## src/rtl/pea_firing_scheduler.sv

```systemverilog
// Autonomous GC/INSTR firing sequencer for the PEA actor: gates each firing on enable and
// completes it on a rising edge of FC, with an optional FC watchdog.
module pea_firing_scheduler #(
  parameter int unsigned SETTLE_CYC = 1,
  parameter int unsigned FC_TIMEOUT = 4096,
  parameter int unsigned CNT_W      = 16
) (
  input  logic             clk_i,
  input  logic             rst_i,
  input  logic             run_i,
  input  logic             stop_i,
  input  logic             clear_err_i,
  input  logic             enable_i,
  input  logic             fc_i,
  output logic             invoke_o,
  output logic [1:0]       next_instr_o,
  output logic             busy_o,
  output logic             stalled_o,
  output logic             error_o,
  output logic [CNT_W-1:0] instr_count_o
);

  typedef enum logic [2:0] {
    StIdle,
    StSettle,
    StCheck,
    StInvoke,
    StWaitFc,
    StError
  } state_e;

  localparam logic [1:0] ModeSetup = 2'b00;
  localparam logic [1:0] ModeInstr = 2'b01;

  state_e           state_q, state_d;
  logic [31:0]      settle_q, settle_d;
  logic [31:0]      wd_q, wd_d;
  logic [1:0]       instr_q, instr_d;
  logic [CNT_W-1:0] count_q, count_d;
  logic             stop_pend_q, stop_pend_d;
  logic             stalled_q, stalled_d;
  logic             fc_q;
  logic             invoke_q, busy_q, error_q;
  logic             fc_rise;

  assign fc_rise = fc_i & ~fc_q;

  always_comb begin
    state_d     = state_q;
    settle_d    = settle_q;
    wd_d        = wd_q;
    instr_d     = instr_q;
    count_d     = count_q;
    stop_pend_d = stop_pend_q;
    stalled_d   = 1'b0;

    if (stop_i && (state_q != StIdle)) begin
      stop_pend_d = 1'b1;
    end

    unique case (state_q)
      StIdle: begin
        instr_d = ModeSetup;
        if (run_i && !stop_i) begin
          state_d  = StSettle;
          settle_d = '0;
        end
      end
      StSettle: begin
        if (settle_q == SETTLE_CYC - 1) begin
          state_d = StCheck;
        end else begin
          settle_d = settle_q + 32'd1;
        end
      end
      StCheck: begin
        // Stop only at a GC boundary so a GC/INSTR pair is never split.
        if (stop_pend_q && (instr_q == ModeSetup)) begin
          state_d     = StIdle;
          stop_pend_d = 1'b0;
        end else if (enable_i) begin
          state_d = StInvoke;
        end else begin
          stalled_d = 1'b1;
        end
      end
      StInvoke: begin
        state_d = StWaitFc;
        wd_d    = '0;
      end
      StWaitFc: begin
        if (fc_rise) begin
          instr_d  = {1'b0, ~instr_q[0]};
          state_d  = StSettle;
          settle_d = '0;
          if (instr_q == ModeInstr) begin
            count_d = count_q + CNT_W'(1);
          end
        end else if ((FC_TIMEOUT != 0) && (wd_q == FC_TIMEOUT - 1)) begin
          state_d = StError;
        end else begin
          wd_d = wd_q + 32'd1;
        end
      end
      StError: begin
        if (clear_err_i) begin
          state_d     = StIdle;
          instr_d     = ModeSetup;
          stop_pend_d = 1'b0;
        end
      end
      default: begin
        state_d = StIdle;
      end
    endcase
  end

  always_ff @(posedge clk_i) begin
    if (rst_i) begin
      state_q     <= StIdle;
      settle_q    <= '0;
      wd_q        <= '0;
      instr_q     <= ModeSetup;
      count_q     <= '0;
      stop_pend_q <= 1'b0;
      stalled_q   <= 1'b0;
      fc_q        <= 1'b0;
      invoke_q    <= 1'b0;
      busy_q      <= 1'b0;
      error_q     <= 1'b0;
    end else begin
      state_q     <= state_d;
      settle_q    <= settle_d;
      wd_q        <= wd_d;
      instr_q     <= instr_d;
      count_q     <= count_d;
      stop_pend_q <= stop_pend_d;
      stalled_q   <= stalled_d;
      fc_q        <= fc_i;
      // Outputs registered from the next state so they line up with the state register.
      invoke_q    <= (state_d == StInvoke);
      busy_q      <= (state_d != StIdle) && (state_d != StError);
      error_q     <= (state_d == StError);
    end
  end

  assign invoke_o      = invoke_q;
  assign next_instr_o  = instr_q;
  assign busy_o        = busy_q;
  assign stalled_o     = stalled_q;
  assign error_o       = error_q;
  assign instr_count_o = count_q;

endmodule

```

## config.mk

```make
export PLATFORM = sky130hd
export DESIGN_NAME = pea_firing_scheduler
export DESIGN_NICKNAME = d
export VERILOG_FILES = /design/src/rtl/pea_firing_scheduler.sv
export SDC_FILE = /design/constraint.sdc
export NUM_CORES = 1
export LEC_CHECK = 0
export ABC_AREA = 1
export CORE_MARGIN = 10
export CORE_UTILIZATION = 35
export CTS_CLUSTER_DIAMETER = 200
export DETAILED_ROUTE_END_ITERATION = 10
export DONT_BUFFER_PORTS = 1
export SETUP_SLACK_MARGIN = 0.4
export SYNTH_ARGS = -nofsm -noshare
export SYNTH_HDL_FRONTEND = slang
export SYNTH_SLANG_ARGS = --single-unit
```

## constraint.sdc

```tcl
create_clock -name clk_i -period 2.8 [get_ports clk_i]
set_input_delay 0.42 -clock clk_i [delete_from_list [all_inputs] [get_ports clk_i]]
set_output_delay 0.42 -clock clk_i [all_outputs]
set_load 0.02 [all_outputs]
```

Word level (Yosys, flattened, before mapping):

Index checks and enable logic that the tools add are counted.

* register bits after elaboration: 91
* output and inout port bits: 22
* logic and storage cells: 75

* $add $sub $neg: 3
* equality and inequality tests: 16
* muxes and demuxes: 23
* bitwise operators: 4
* reductions and logical operators: 18

Operators with widths (count)
* $mux 32: 5
* $pmux 32 s3: 1
* $add 32x1->32 const B: 2
* $pmux 32 s2: 1
* $eq 32x12->1 const B: 1
* $logic_not 32->1: 1
* $mux 3: 7
* $pmux 3 s6: 1
* $add 16x1->16 const B: 1
* $ne 2x2->1 const B: 6
* $reduce_bool 3->1: 4
* $eq 3x2->1 const B: 3
* $eq 3x3->1 const B: 3
* $reduce_and 3->1: 3
* $pmux 2 s3: 1
* $logic_and 1x1->1: 4
* $mux 1: 4
* $mux 2: 2
* $reduce_and 4->1: 1
* $eq 3x1->1 const B: 1
* $logic_not 3->1: 1
* $ne 3x3->1 const B: 1
* $not 1->1: 3
* $reduce_or 3->1: 1
* 6 further kinds: 6

Logic depth before layout (Yosys ltp):

Gate-level depths: netlist of the first run.

* word-level depth: 6
* gate-level depth with buffers: 13

Least setup slack after synthesis of the first run:

Ideal clock, no wire load.

* kind: register -> register
* start point: register wd_q[0]
* end point: register wd_q[24]
* data arrival time: 1611 ps
* data required time: 2668 ps
* setup slack: 1056 ps
* stages on the path, launching flop included: 13
* buffers on the path: 2
* period minus slack after synthesis: 1744 ps
* cells stage by stage: dfxtp_1 ha_1 inv_2 nor2_4 nand2_4 nor2_2 nand2_1 nand2_2 nand2_4 buf_6 buf_2 nand3_1 a21oi_1

* cells in the longest elaborated chain, start to end: 4
* elaborated cells between the ends (all ways): 7

Ends and longest elaborated chain
* start: declaration: RTL line 37 `logic [31:0] wd_q, wd_d;`
* start signal: assignment: RTL line 134 `wd_q <= wd_d;`
* $add 32x1->32: RTL line 102 `wd_d = wd_q + 32'd1;`
* $mux 32: RTL line 99 `end else if ((FC_TIMEOUT != 0) && (wd_q == FC_TIMEOUT - 1)) begin`
* $mux 32: RTL line 92 `if (fc_rise) begin`
* $pmux 32 s2: RTL line 61 `unique case (state_q)`

Parallel ways exist; a longest one is shown, timed or not. The select of a mux whose other input is x is not followed.
A chain may end at the register's enable or synchronous reset.

Final worst setup path of the first run:

* start point: register wd_q[0]
* end point: register wd_q[28]

The elaborated chain is that of the path after synthesis.

==> flow_summary.toml, run 1 <==
[critical_path]
critPathMaxStageDelay_ns = 0.35
start_kind = "flip-flop"
endpoint_kind = "flip-flop"
slowest_stage = "dfxtp_1"
cp.arrival_ns = 2.41
cp_max_fo = 31
r2r-start = "wd_q[0]"
path_cells = "ha_1 -> inv_2 -> nor2_4 -> nand2_4 -> nor2_2 -> nand2_1 -> nand2_2 -> nand2_4 -> nand2_8 -> nand2_1 -> a21oi_1"
critPathLaunch = "wd_q[0]"
critPathKind = "reg -> reg"
required_ns = 3.08

[power_and_ir_drop]
total_power_mw = 2.67
p_per_area_nw_per_um2 = 433
power_leakage_nw = 2.11
vdd_drop_max_uv = 295

[drt]
drt.antenna.violating_nets = 0
drt_first_pass_iters = 6
vias_per_cell = 4.86
drc = 0
wl_per_cell_um = 13.1
drt-total-wl_mm = 15.3
num_vias = 5689
drtIter0Drc = 420

[synthesis]
synth_top_area_share_pct = 31.6
syn-num-nets = 971
synth_area_per_cell_um2 = 5.94
ys_types = 37
synthTopCellsByArea = "dfxtp_1, nand2_1, nor2_1"
yosysWarnings = 0
ys.flop_type = "dfxtp_1"
synth_most_common_cell = "nand2_1"
syn-cell-area_um2 = 5710
synth_common_cells = "nand2_1, nor2_1, nand3_1"
yosysSeqAreaShare_pct = 31.6
async_flop_share_pct = 0
synth_edf_count = 0
synthCells = 960
synth_top_area_cell = "dfxtp_1"
synth_seq_cells = 90

[cts]
cts_max_path_buffers = 2
cts_buffers = 9
clock-sinks = 90
cts_tree = "done"
cts_htree_levels = 3
ctsResizeCount = 0
ctsHoldBuffers = 0
cts_setup_buffers = 0
clk_latency_ns = 0.35
clockRootBuffer = "clkbuf_16"
clk_transition_reported_paths_ns = 0.07

[layout]
final_util_pct = 38.7
drive_gt1_share_pct = 5.24
final_nets = 961
n_antenna_cell = 0
area_delta_synth_final_pct = 8.22

[floorplan]
start_util_pct = 35.8
die_area_um2 = 21800
num_rows = 46
coreArea_um2 = 15900
die_w_um = 148
die_y_um = 148
io_pins = 29

[sta]
timing.final.crit_share_pct = 76.3
hold_viol = 0
period_needed_ns = 2.14
setup_viol = 0
worst_hold_slack_ns = 0.133
finClkSkew_ns = 0.00652
finalMaxSlewViolations = 0
fin_ws_ns = 0.665
setup_tns_ns = 0
fmax_mhz = 468
rsz0062_at_grt = "false"
relSlewSlack_pct = 43.2
worst_pin_slew_ns = 0.852

[placed_design]
post-place-ws_ns = 0.583
portBuffers = 0
gp_congestion = 0.910
dp_hpwl_mm = 11.1

[job]
drv_cap = 0

[global_routing]
grt_pass1_wl_mm = 25.5
antenna_found_initial = 0
grt_max_degree = 69
grt_use_total_pct = 14.0
grt_overflow = 0
grt_pass1_vias = 5002

[outcome]
outcome = "finished, final reports clean"

[hold_path]
holdCritPathClass = "in -> reg"
hold_start = "enable_i"
==> routing by layer <==
layer,share of wire [%],GRT usage [%],vias to the layer above
met5,0,0,-
met4,1.8,4.21,0
met3,3.9,3.42,21
met2,44,21.5,96
met1,50,19.1,2529
li1,-,-,3043
==> kinds of logic after synthesis <==
| family | count (synthesis) | synth area share (%) |
|---|---|---|
| adders and majority gates | 4 | 0.877 |
| and+or+nand+nor | 627 | 46.8 |
| AOI/OAI and AO/OA | 103 | 9.63 |
| other | 1 | 0.0657 |
| buffers and inverters | 119 | 8.60 |
| xor gates and xnor gates | 16 | 2.46 |
| DFF | 90 | 31.6 |
==> power by group <==
part	internal, mW	switching (mW)
combinational	0.0401	0.129
clock	0.635	0.559
sequential	1.29	0.0164
==> cell usage in the layout (no fill, tap or decap), types with 4 or more instances in the layout <==
master      Yosys  final
nor2_1        178    176
clkbuf_16       0      9
nor2_4          5      5
dfxtp_1        90     90
nor2_2          3      5
nand2_1       286    286
xor2_1         13     13
nand2_2         4      4
buf_4           4      5
clkinvlp_4      0      4
nand3_1       104    104
a21oi_1        71     71
nor3_1         20     20
inv_1          90     90
nand4_1        13     13
o21ai_0        18     18
or2_2           5      5
ha_1            4      4
==> state kept, by name, summed over array words and instances (netlist names), 3 cells and up <==
register,count
settle_q,32
instr_count_o,16
state_q,3
wd_q,32
==> per-stage QoR <==
step	instances	instance area [um^2]
6_report	1171	6170
5_1_grt	1171	6170
3_3_place_gp	1155	5870
3_5_place_dp	1155	5870
4_1_cts	1171	6160
2_1_floorplan	960	5710
==> path summary, 6_finish.rpt <==
kind	to	cells after the start	slack (ns)
setup / recovery	wd_q[28]	11	0.66
hold reg to reg	wd_q[1]	2	0.48
setup reg to reg	wd_q[28]	11	0.66
hold / removal	stalled_o	1	0.13
==> worst max-delay path: cells and delay by family, from the launching register on <==
kind | cells | cell delay [ns]
AOI/OAI and AO/OA | 1 | 0.16
adders and majority gates | 1 | 0.30
and+or+nand+nor | 8 | 1.15
buffers and inverters | 1 | 0.08
DFF | 1 | 0.35
==> area by class of cell <==
class,instances,area [um^2]
timing repair buffer,5,37.5
inverter,93,349
multi-input combinational,751,3430
tap,216,270
clock buffer,10,239
fill,1779,9770
clock inverter,6,50.0
sequential,90,1800
Note: power is estimated with default switching activity, not from simulation.
==> run 2, diff against run 1 <==
==> constraint.sdc (replaced) <==
create_clock -name clk_i -period 2.15 [get_ports clk_i]
set_input_delay 0.3225 -clock clk_i [delete_from_list [all_inputs] [get_ports clk_i]]
set_output_delay 0.3225 -clock clk_i [all_outputs]
set_load 0.02 [all_outputs]
==> run 2 against run 1 <==
  * Routed wire length increased by 9.9%
  * Critical endpoint is now wd_q[27]
  * Clock power rose by 36%
  * Via count increased by 5.7%
==> flow_summary.toml, run 2 (synthesis results as in run 1) <==
[outcome]
outcome = "finished, final reports clean"

[layout]
finalNonFillerCells = 1209
n_antenna_cell = 0
regArea_um2 = 1840
multi_input_area_um2 = 3600
n_fill_cell = 1691
fin_area_um2 = 6790
area_delta_synth_final_pct = 19.0
mostFrequentLayoutCells = "nand2_1, nor2_1, nand3_1"
final_nets = 999
drive_gt1_share_pct = 14.3
final_common_cell = "nand2_1"

[drt]
drc = 0
wl_per_cell_um = 13.9
drt-total-wl_mm = 16.8
drt.antenna.violating_nets = 0
num_vias = 6011
vias_per_cell = 4.97
drtIter0Drc = 472
drt_first_pass_iters = 5

[critical_path]
path_cells = "ha_4 -> inv_4 -> nor2_4 -> nand2_4 -> nor2_2 -> nand2_2 -> nand2_4 -> nand2_8 -> nand2_4 -> nand2_1 -> a21oi_1"
cp_max_fo = 13
required_ns = 2.44
critPathTopFamily = "simple AND/OR/NAND/NOR gates"
endpoint_kind = "flip-flop"
crit_top_cell = "nand2_4"
reg2reg_depth = 11
critPathMaxStageDelay_ns = 0.37
start_kind = "flip-flop"
path_buf_inv = 1
cp.depth = 11
slowest_stage = "dfxtp_4"
critPathKind = "reg -> reg"
cp.arrival_ns = 1.99

[floorplan]
die_y_um = 148
num_rows = 46
die_w_um = 148
coreArea_um2 = 15900
start_util_pct = 35.8
io_pins = 29
die_area_um2 = 21800

[placed_design]
post-place-ws_ns = 0.248
dp_hpwl_mm = 11.6
gp_congestion = 0.897
portBuffers = 0
place_area_um2 = 6050
dpl.cell_count = 1175

[power_and_ir_drop]
p_per_area_nw_per_um2 = 540
power_leakage_nw = 2.39
vdd_drop_max_uv = 392

[global_routing]
grt_pass1_wl_mm = 25.8
grt_use_total_pct = 14.3
antenna_found_initial = 0
grt_overflow = 0
grt_max_degree = 69
grt_pass1_vias = 5076

[sta]
period_needed_ns = 1.70
rsz0062_at_grt = "true"
hold_viol = 0
finalMaxSlewViolations = 0
fmax_mhz = 588
finClkSkew_ns = 0.0137
fin_ws_ns = 0.449
setup_tns_ns = 0
setup_viol = 0
timing.final.crit_share_pct = 79.1

[cts]
cts_buffers = 9
cts_tree = "done"
cts_max_path_buffers = 2
clockRootBuffer = "clkbuf_16"
clk_latency_ns = 0.37
clock-sinks = 90
clk_transition_reported_paths_ns = 0.08
cts_htree_levels = 3

[hold_path]
holdCritPathClass = "in -> reg"
hold-path-cell-count = 1

[job]
drv_cap = 0
==> run 2: layer usage <==
layer / up-vias / GRT usage (%) / routed length [um]
li1: 3132 / - / -
met1: 2682 / 19.6 / 7990
met2: 172 / 21.7 / 7540
met3: 25 / 3.48 / 990
met4: 0 / 4.06 / 265
met5: - / 0 / 0
==> run 2: cell type report <==
class                      count  area share, %
multi-input combinational    752           53.1
timing repair buffer          42           6.45
inverter                      93           5.18
clock inverter                 7          0.995
sequential                    90           27.0
tap                          216           3.98
clock buffer                   9           3.32
==> run 2: path summary, 6_finish.rpt <==
kind / start / end / slack (ns)
worst max-delay path: wd_q[1] / wd_q[27] / 0.45
worst min-delay path: enable_i / stalled_o / 0.02
worst min register to register: wd_q[7] / wd_q[7] / 0.48
worst max register to register: wd_q[1] / wd_q[27] / 0.45
==> run 2: where the power goes <==
part,internal (mW),total (mW),switching [mW]
clock network,0.819,1.62,0.796
logic,0.141,0.354,0.213
registers,1.68,1.70,0.0179
total,2.64,3.67,1.03
==> run 2: per-stage QoR <==
stage | power [mW] | util (%) | hold slack (ns)
3_5_place_dp | 2.00 | 37.9 | 0.405
5_1_grt | 3.80 | 42.6 | 0.00669
3_3_place_gp | 2.00 | 37.9 | 0.402
2_1_floorplan | 1.94 | - | 0.400
6_report | 3.67 | 42.6 | 0.0176
4_1_cts | 3.64 | 40.1 | 0.0123
==> run 2: what timing repair did <==
item,CTS,global route
pin swaps,3,15
hold endpoints to repair,0,0
gates cloned,0,7
hold buffers,0,0
buffers inserted,3,8
gates resized for setup,6,70
setup endpoints to repair,58,75
==> run 3, diff against run 2 <==
==> constraint.sdc (replaced) <==
create_clock -name clk_i -period 1.4 [get_ports clk_i]
set_input_delay 0.21 -clock clk_i [delete_from_list [all_inputs] [get_ports clk_i]]
set_output_delay 0.21 -clock clk_i [all_outputs]
set_load 0.02 [all_outputs]
==> run 3 against run 2 <==
  * The flow now finishes with violations (hold timing, setup timing)
  * Routed wire length rose by 22%
  * Global-route usage is 3.1 points higher
  * Total power is 68% higher
  * Maximum frequency grew 0.74%
  * Critical path depth stayed put
  * Sequential share of layout area decreased by 7.2 points
  * Highest routed layer unchanged
==> flow_summary.toml, run 3 (synthesis results as in run 1) <==
[outcome]
outcome = "complete, but fails checks"
violations = "hold timing, setup timing"

[sta]
worst_hold_slack_ns = -0.0947
timing.final.crit_share_pct = 121
worst_pin_slew_ns = 0.581
fin_ws_ns = -0.288
setup_tns_ns = -15.05
setup_viol = 85
hold_viol = 63
finClkSkew_ns = 0.00883
relSlewSlack_pct = 61.2
rsz0062_at_grt = "true"
fmax_mhz = 592
finalMaxSlewViolations = 0
period_needed_ns = 1.69

[placed_design]
post-place-ws_ns = -0.300
portBuffers = 0
gp_congestion = 0.954
dp_hpwl_mm = 13.1

[layout]
drive_gt1_share_pct = 47.8
multi_input_area_um2 = 4490
area_delta_synth_final_pct = 68.3
final_nets = 1202
final_common_cell = "nand2_1"
mostFrequentLayoutCells = "nand2_1, buf_4, nor2_1"
regArea_um2 = 1900
n_antenna_cell = 0
final_util_pct = 60.2
n_fill_cell = 1354

[job]
drv_cap = 0

[drt]
num_vias = 7061
drt-total-wl_mm = 20.5
drc = 0
drt.antenna.violating_nets = 0
drt_first_pass_iters = 5
wl_per_cell_um = 14.5
drtIter0Drc = 439
vias_per_cell = 5.00

[critical_path]
critPathKind = "reg -> reg"
reg2reg_depth = 11
required_ns = 1.65
path_buf_inv = 3
cp.depth = 11
critPathTopFamily = "simple AND/OR/NAND/NOR gates"
start_kind = "flip-flop"
cp.arrival_ns = 1.94
endpoint_kind = "flip-flop"
path_cells = "inv_4 -> nand2_4 -> nor2_2 -> nand2_2 -> nand2_2 -> nor2_4 -> nand2_8 -> buf_12 -> buf_6 -> nor3_4 -> nor2_2"
slowest_stage = "dfxtp_2"
cp_max_fo = 6
critPathMaxStageDelay_ns = 0.36

[global_routing]
grt_pass1_vias = 6492
grt-busiest-layer = "met2"
grt_pass1_wl_mm = 31.3
grt_use_total_pct = 17.3
use_met1_pct = 21.9
grt_use_met2_pct = 28.5
antenna_found_initial = 0
grt_overflow = 0
gr-usage-met3_pct = 3.33
grt_max_degree = 69

[floorplan]
coreArea_um2 = 15900
num_rows = 46
die_area_um2 = 21800
start_util_pct = 35.8
die_w_um = 148
io_pins = 29
die_y_um = 148

[power_and_ir_drop]
p_per_area_nw_per_um2 = 642
total_power_mw = 6.16
vdd_drop_max_uv = 601
power_leakage_nw = 3.77

[cts]
ctsHoldBuffers = 2
clock-sinks = 90
clockRootBuffer = "clkbuf_16"
cts_max_path_buffers = 2
cts_tree = "done"
clk_latency_ns = 0.36
cts_buffers = 9
clk_transition_reported_paths_ns = 0.07
cts_htree_levels = 3

[hold_path]
holdCritPathClass = "in -> reg"
hold-path-cell-count = 1
run 3: path summary, 6_finish.rpt:
path	from	endpoint	slack, ns
setup reg to reg	state_q[1]	settle_q[17]	-0.29
setup / recovery	state_q[1]	settle_q[17]	-0.29
hold / removal	rst_i	stalled_o	-0.09
hold reg to reg	settle_q[11]	settle_q[11]	0.49
run 3: area by class of cell:
type                    count  share of cell area, %
multi-input cells         752                   46.8
repair buffers            245                   23.7
flip-flops and latches     90                   19.8
inverters                  93                   3.95
well taps                 216                   2.81
clock buffers               9                   2.34
clock inverters             7                  0.638
run 3: timing repair:
item	in CTS	in global routing
endpoints found under the hold margin	65	63
buffers inserted	25	20
resized for setup	200	164
gates cloned	3	2
pin swaps	44	51
setup endpoints to repair	110	106
run 3: power breakdown:
group	internal (mW)	total, mW	switching [mW]
clock network	1.24	2.43	1.19
registers	2.57	2.60	0.0347
logic	0.546	1.13	0.586
run 3: worst reg2reg max path, cell delays in order (launching register included):
cell	delay, ns
dfxtp_2	0.36
inv_4	0.05
nand2_4	0.08
nor2_2	0.06
nand2_2	0.09
nand2_2	0.07
nor2_4	0.27
nand2_8	0.14
buf_12	0.16
buf_6	0.12
nor3_4	0.12
nor2_2	0.06
run 3: metrics by stage:
step / hold WS, ns / instances / cell area [um^2]
5_1_grt: -0.110 / 1412 / 9600
4_1_cts: -0.0945 / 1390 / 8820
6_report: -0.0947 / 1412 / 9600
3_5_place_dp: 0.288 / 1344 / 7600
2_1_floorplan: 0.288 / 960 / 5970
3_3_place_gp: 0.288 / 1344 / 7600
run 3: metal layers:
metal  part of all wire (%)  vias up  routed length [um]
met5                      0        -                   0
met4                    2.4        0                 495
met3                    4.4       35                 902
met2                     49      163               10000
met1                     44     3306                9130
li1                       -     3557                   -
